## src/rtl/lsu_mem_stage_pkg.sv

```systemverilog
// Shared types for the RV32I memory-stage LSU: FSM states, load/store funct3 codes
// and the misalignment rule used when trapping is enabled.
package lsu_mem_stage_pkg;

  typedef enum logic [1:0] {IDLE, REQ, WAIT, DONE} lsu_state_t;

  typedef logic [2:0] mem_funct3_t;

  localparam mem_funct3_t LB  = 3'b000;
  localparam mem_funct3_t LH  = 3'b001;
  localparam mem_funct3_t LW  = 3'b010;
  localparam mem_funct3_t LBU = 3'b100;
  localparam mem_funct3_t LHU = 3'b101;
  localparam mem_funct3_t SB  = 3'b000;
  localparam mem_funct3_t SH  = 3'b001;
  localparam mem_funct3_t SW  = 3'b010;

  // Size comes from funct3[1:0]; reserved codes are treated as words.
  function automatic logic misaligned(input mem_funct3_t f3, input logic [1:0] off);
    case (f3[1:0])
      2'b00:   misaligned = 1'b0;
      2'b01:   misaligned = off[0];
      default: misaligned = (off != 2'b00);
    endcase
  endfunction

endpackage

```

## src/rtl/lsu_align.sv

```systemverilog
// Combinational lane logic: store data replication / byte strobes and
// load byte/halfword selection with sign or zero extension.
module lsu_align
  import lsu_mem_stage_pkg::*;
(
  input  mem_funct3_t funct3,
  input  logic [1:0]  offset,
  input  logic [31:0] store_data,
  input  logic [31:0] load_word,
  output logic [31:0] wdata,
  output logic [3:0]  wstrb,
  output logic [31:0] load_data
);

  logic [7:0]  lane_byte;
  logic [15:0] lane_half;

  always_comb begin
    lane_byte = 8'(load_word >> {offset, 3'b000});
    lane_half = offset[1] ? load_word[31:16] : load_word[15:0];

    wstrb = 4'b1111;
    wdata = store_data;
    case (funct3)
      SB: begin
        wstrb = 4'b0001 << offset;
        wdata = {4{store_data[7:0]}};
      end
      SH: begin
        wstrb = 4'b0011 << {offset[1], 1'b0};
        wdata = {2{store_data[15:0]}};
      end
      default: ;
    endcase

    case (funct3)
      LB:      load_data = {{24{lane_byte[7]}}, lane_byte};
      LBU:     load_data = {24'b0, lane_byte};
      LH:      load_data = {{16{lane_half[15]}}, lane_half};
      LHU:     load_data = {16'b0, lane_half};
      default: load_data = load_word;
    endcase
  end

endmodule

```

## src/rtl/lsu_mem_stage.sv

```systemverilog
// Memory-stage load/store unit: valid/ready bus request FSM, read capture and stall.
// Optional MISALIGN_TRAP_EN: misaligned accesses raise misalign_m instead of going to the bus.
module lsu_mem_stage
  import lsu_mem_stage_pkg::*;
#(
  parameter int unsigned ADDR_W = 32,
  parameter int unsigned DATA_W = 32
) (
  input  logic              clk,
  input  logic              rst,
  input  logic              mem_read_m,
  input  logic              mem_write_m,
  input  logic [2:0]        funct3_m,
  input  logic [ADDR_W-1:0] mem_addr_m,
  input  logic [DATA_W-1:0] mem_data_m,
  output logic [DATA_W-1:0] read_data_m,
  output logic              stall_m,
  output logic              bus_req_valid,
  input  logic              bus_req_ready,
  output logic              bus_we,
  output logic [ADDR_W-1:0] bus_addr,
  output logic [DATA_W-1:0] bus_wdata,
  output logic [3:0]        bus_wstrb,
  input  logic              bus_rsp_valid,
  input  logic [DATA_W-1:0] bus_rdata,
  output logic              misalign_m
);

  lsu_state_t        state;
  logic [DATA_W-1:0] rdata_q;
  logic              rst_q;
  logic              gate;
  logic              access;
  logic              trap;
  logic              req;
  logic [DATA_W-1:0] wdata;
  logic [3:0]        wstrb;
  logic [DATA_W-1:0] load_data;

  lsu_align u_align (
    .funct3     (funct3_m),
    .offset     (mem_addr_m[1:0]),
    .store_data (mem_data_m),
    .load_word  (rdata_q),
    .wdata      (wdata),
    .wstrb      (wstrb),
    .load_data  (load_data)
  );

  // Outputs stay quiet during reset and for one cycle after it.
  assign gate   = rst | rst_q;
  assign access = mem_read_m | mem_write_m;

`ifdef MISALIGN_TRAP_EN
  assign trap = ~gate & access & (state == IDLE) & misaligned(funct3_m, mem_addr_m[1:0]);
`else
  assign trap = 1'b0;
`endif

  assign req = ~gate & access & ~trap & ((state == IDLE) | (state == REQ));

  always_comb begin
    bus_req_valid = req;
    bus_we        = req & mem_write_m;
    bus_addr      = req ? {mem_addr_m[ADDR_W-1:2], 2'b00} : '0;
    bus_wdata     = (req & mem_write_m) ? wdata : '0;
    bus_wstrb     = (req & mem_write_m) ? wstrb : '0;
    stall_m       = ~gate & access & ~trap & (state != DONE);
    misalign_m    = trap;
    read_data_m   = (gate | trap) ? '0 : load_data;
  end

  always_ff @(posedge clk) begin
    rst_q <= rst;
    if (rst) begin
      state   <= IDLE;
      rdata_q <= '0;
    end else begin
      case (state)
        IDLE: begin
          if (trap) begin
            state <= DONE;
          end else if (req) begin
            if (!bus_req_ready) state <= REQ;
            else if (mem_write_m) state <= DONE;
            else state <= WAIT;
          end
        end
        REQ: begin
          if (req && bus_req_ready) begin
            if (mem_write_m) state <= DONE;
            else state <= WAIT;
          end
        end
        WAIT: begin
          if (bus_rsp_valid) begin
            rdata_q <= bus_rdata;
            state   <= DONE;
          end
        end
        DONE:    state <= IDLE;
        default: state <= IDLE;
      endcase
    end
  end

endmodule

```

## config.mk

```make
export PLATFORM = sky130hd
export DESIGN_NAME = lsu_mem_stage
export DESIGN_NICKNAME = d
export VERILOG_FILES = /design/src/rtl/lsu_mem_stage_pkg.sv /design/src/rtl/lsu_align.sv /design/src/rtl/lsu_mem_stage.sv
export SDC_FILE = /design/constraint.sdc
export NUM_CORES = 1
export LEC_CHECK = 0
export ABC_AREA = 1
export BUFFER_PORTS_ARGS = -buffer_cell sky130_fd_sc_hd__buf_2
export CORE_MARGIN = 2
export CORE_UTILIZATION = 30
export DETAILED_ROUTE_END_ITERATION = 16
export PLACE_DENSITY = 0.59
export SKIP_CTS_REPAIR_TIMING = 1
export SLEW_MARGIN = 30
export SYNTH_ARGS = -nofsm -noshare
export SYNTH_HDL_FRONTEND = slang
export SYNTH_HIERARCHICAL = 1
export SYNTH_SLANG_ARGS = --single-unit
```

## constraint.sdc

```tcl
create_clock -name clk -period 3.4 [get_ports clk]
set_clock_uncertainty 0.2 [all_clocks]
set_input_delay 0.34 -clock clk [delete_from_list [all_inputs] [get_ports clk]]
set_output_delay 0.34 -clock clk [all_outputs]
set_load 0.02 [all_outputs]
```

==> metrics.txt <==
Synth Area in XOR/XNOR=0%; delay-heaviest family, CP=buffers and inverters; Slew Limit Fails=0; crit path buf inv count=3; Avg WL per Cell=between 10 and 15 um; Final Core Density=roughly two fifths; H-tree levels=2; Slowest cell on crit path=dlygate4sd3_1; unrepaired setup endpoints after global routing=no; final cycle utilization of the critical path=about four fifths; DRC Markers=0; placed inst area=between 4000 and 5000 um^2; Worst Setup SP=rst; Initial Utilization=just over 30%; Die X=between 100 and 150 um; core area=approximately 11000 um^2; Max FO, Critical Path=37; ys async rst share=0%; buffer depth of the longest clock path=2; post-synthesis mux area share=0%; fraction of the mapped netlist area in simple logic gates=between 40% and 50%; crit path DAT=around 2200 ps; Detail Placement HPWL=9122 um; GR Overflow Total=0; CP required=~2900 ps; Tmin final=~2700 ps; setup TNS=0 ps; power per cell area=430.6 nW/um^2; Max IR drop VDD=roughly 190 uV; Mapped Cells=roughly 640; Rel. slew slack=between 40 and 50%; Compound-Gate Fraction of Synth Area=~7.9%; drt total wl=between 10000 and 15000 um; Rows=39; die area=roughly 12000 um^2; post-synthesis sequential area ratio=about a fifth; Syn Std Cell Area=approximately 3400 um^2; Post-Synth Adder-Cell Area=~1.8%; largest family of logic cells by synthesized area=simple AND/OR/NAND/NOR gates; MaxCap Viol Count=0; non-filler cells, final=964; first-pass GRT wire length=18910 um; CP Class=primary input to output port; largest net degree at the start of global routing=38; IO buf count=between 200 and 250; cell area after layout=roughly 4600 um^2; Clk Latency, worst-skew pair=approximately 280 ps; type of origin of the critical path=primary input; Global Route Usage Sum=~18%; pre-CTS WS=approximately 750 ps; CTS tree=yes; dpl cells=955; synthesized area per cell=roughly 5.3 um^2; Cell Chain, Critical Path=dlygate4sd3_1, buf_2, nor2_1, nand2_2, a21oi_4, nand2_4, nor2_1, buf_2; CTS Buf Count=5; area delta synth->final=33.02%; Synth warnings=6; Layout fillers=1287; CTS sink cnt=35; Hold Crit Class=primary input to register; Netlist cell types=28; I/O Pins=approximately 210; crit end category=output port; antenna violations before repair=0; final hold violations=0; vias per cell=4.396; Setup Viol. Count Final=0; hold_sp=bus_rdata[9]; DR pass1 iterations=4; Leak=approximately 2.8 nW; GP Congestion=approximately 0.87; number of synthesized register bits=35; outcome=finished clean; nets@finish=between 900 and 1000; Fmax achieved=roughly 0.37 GHz; worst slew pin tran=848.2 ps; Die Y=between 100 and 150 um; reg-to-reg startpoint=state[0]; final worst slack=between 700 and 800 ps; clk root buf=clkbuf_16; Initial DRC Count=about 240; worst reg-to-reg setup slack=1310 ps; antenna diode count=0; EDFF count, synth=0; via count=4238; slowest cell delay on critical path=540 ps; Reg clk slew, reported paths=50 ps; vias in the first global route=roughly 4000; Synth Flop Type=dfxtp_1; share of cells above drive strength 1=just under 30%; antenna viol nets, final=0
[layout by cell type (no fill, tap or decap), drive strengths merged]
cell           n
clkbuf         8
dfxtp         35
ha             5
buf          208
nand4          2
inv          127
a21o           6
nand3         72
o21ai         36
nand2        138
dlygate4sd3    1
o211ai         2
o22ai          1
or2            3
nor2         172
conb           3
a21oi          2
[Yosys cell counts, types with 2 or more instances]
master    count  area [um^2]
clkbuf_1     11        41.29
inv_4         2        12.51
nand2_1     133        499.2
nor2_2       10        62.56
nand3_1      70        350.3
ha_1          5        62.56
buf_6         6        67.56
dfxtp_1      35        700.7
o21ai_0      35        175.2
inv_2         4        15.01
nor2_4        2        22.52
inv_1       121        454.2
nor2_1      160        600.6
nand2_2       2        12.51
nand2_4       3        33.78
or2_2         3        18.77
nand4_1       2        12.51
a21o_1        6        45.04
o211ai_1      2        15.01
buf_2        11        55.05
buf_4        14        105.1
[routing by layer]
| layer | part of all wire (%) | wire length, um | global-route usage (%) | up-vias |
|---|---|---|---|---|
| met2 | 45 | 5265 | 30.31 | 153 |
| met4 | 1.5 | 172 | 5.833 | 0 |
| met1 | 47 | 5499 | 24.88 | 1814 |
| met3 | 6.2 | 719 | 2.460 | 18 |
| met5 | 0 | 0 | 0 | - |
| li1 | - | - | - | 2253 |
[state kept, by name, summed over array words and instances, names as in the netlist]
register / cells
rst_q: 1
state: 2
rdata_q: 32
[worst paths after layout]
path / end / cells past startpoint
setup / recovery: bus_wdata[11] / 8
hold / removal: rdata_q[9] / 3
setup reg to reg: rdata_q[2] / 8
hold reg to reg: rdata_q[3] / 2
[final cells by class]
class                   count  area (um^2)  share of cell area [%]
clock buffers               8        156.4                   3.428
inverters                 127        481.7                   10.56
multi-input cells         442         1986                   43.53
flip-flops and latches     35        700.7                   15.36
well taps                 143        178.9                   3.922
repair buffers            209         1059                   23.20
[kinds of logic (layout without fill, tap and decap cells)]
logic type	Yosys count	in the layout
simple gates	387	387
buf+inv	169	344
compound gates	47	47
flops	35	35
fa+ha+maj	5	5
other cells	1	3
[report_power, final]
group,total (mW),switching [mW],internal [mW]
combinational,0.904,0.585,0.319
sequential,0.581,0.0812,0.500
clock,0.479,0.167,0.312
total,1.96,0.834,1.13
[worst reg2reg max path, delay by kind of cell, from the launching register on]
family / cells / cell delay (ps)
adder cells (fa/ha/maj): 1 / 230
flip-flops: 1 / 350
AND/OR/NAND/NOR: 3 / 240
buffers and inverters: 4 / 960
[through the flow]
stage          total power, mW  hold WS, ps
2_1_floorplan            1.241        167.7
3_3_place_gp             1.494        267.9
3_5_place_dp             1.496        274.2
4_1_cts                  1.976       -12.47
5_1_grt                  2.128        124.7
6_report                 1.964        110.4
Note: power is estimated with default switching activity, not from simulation.
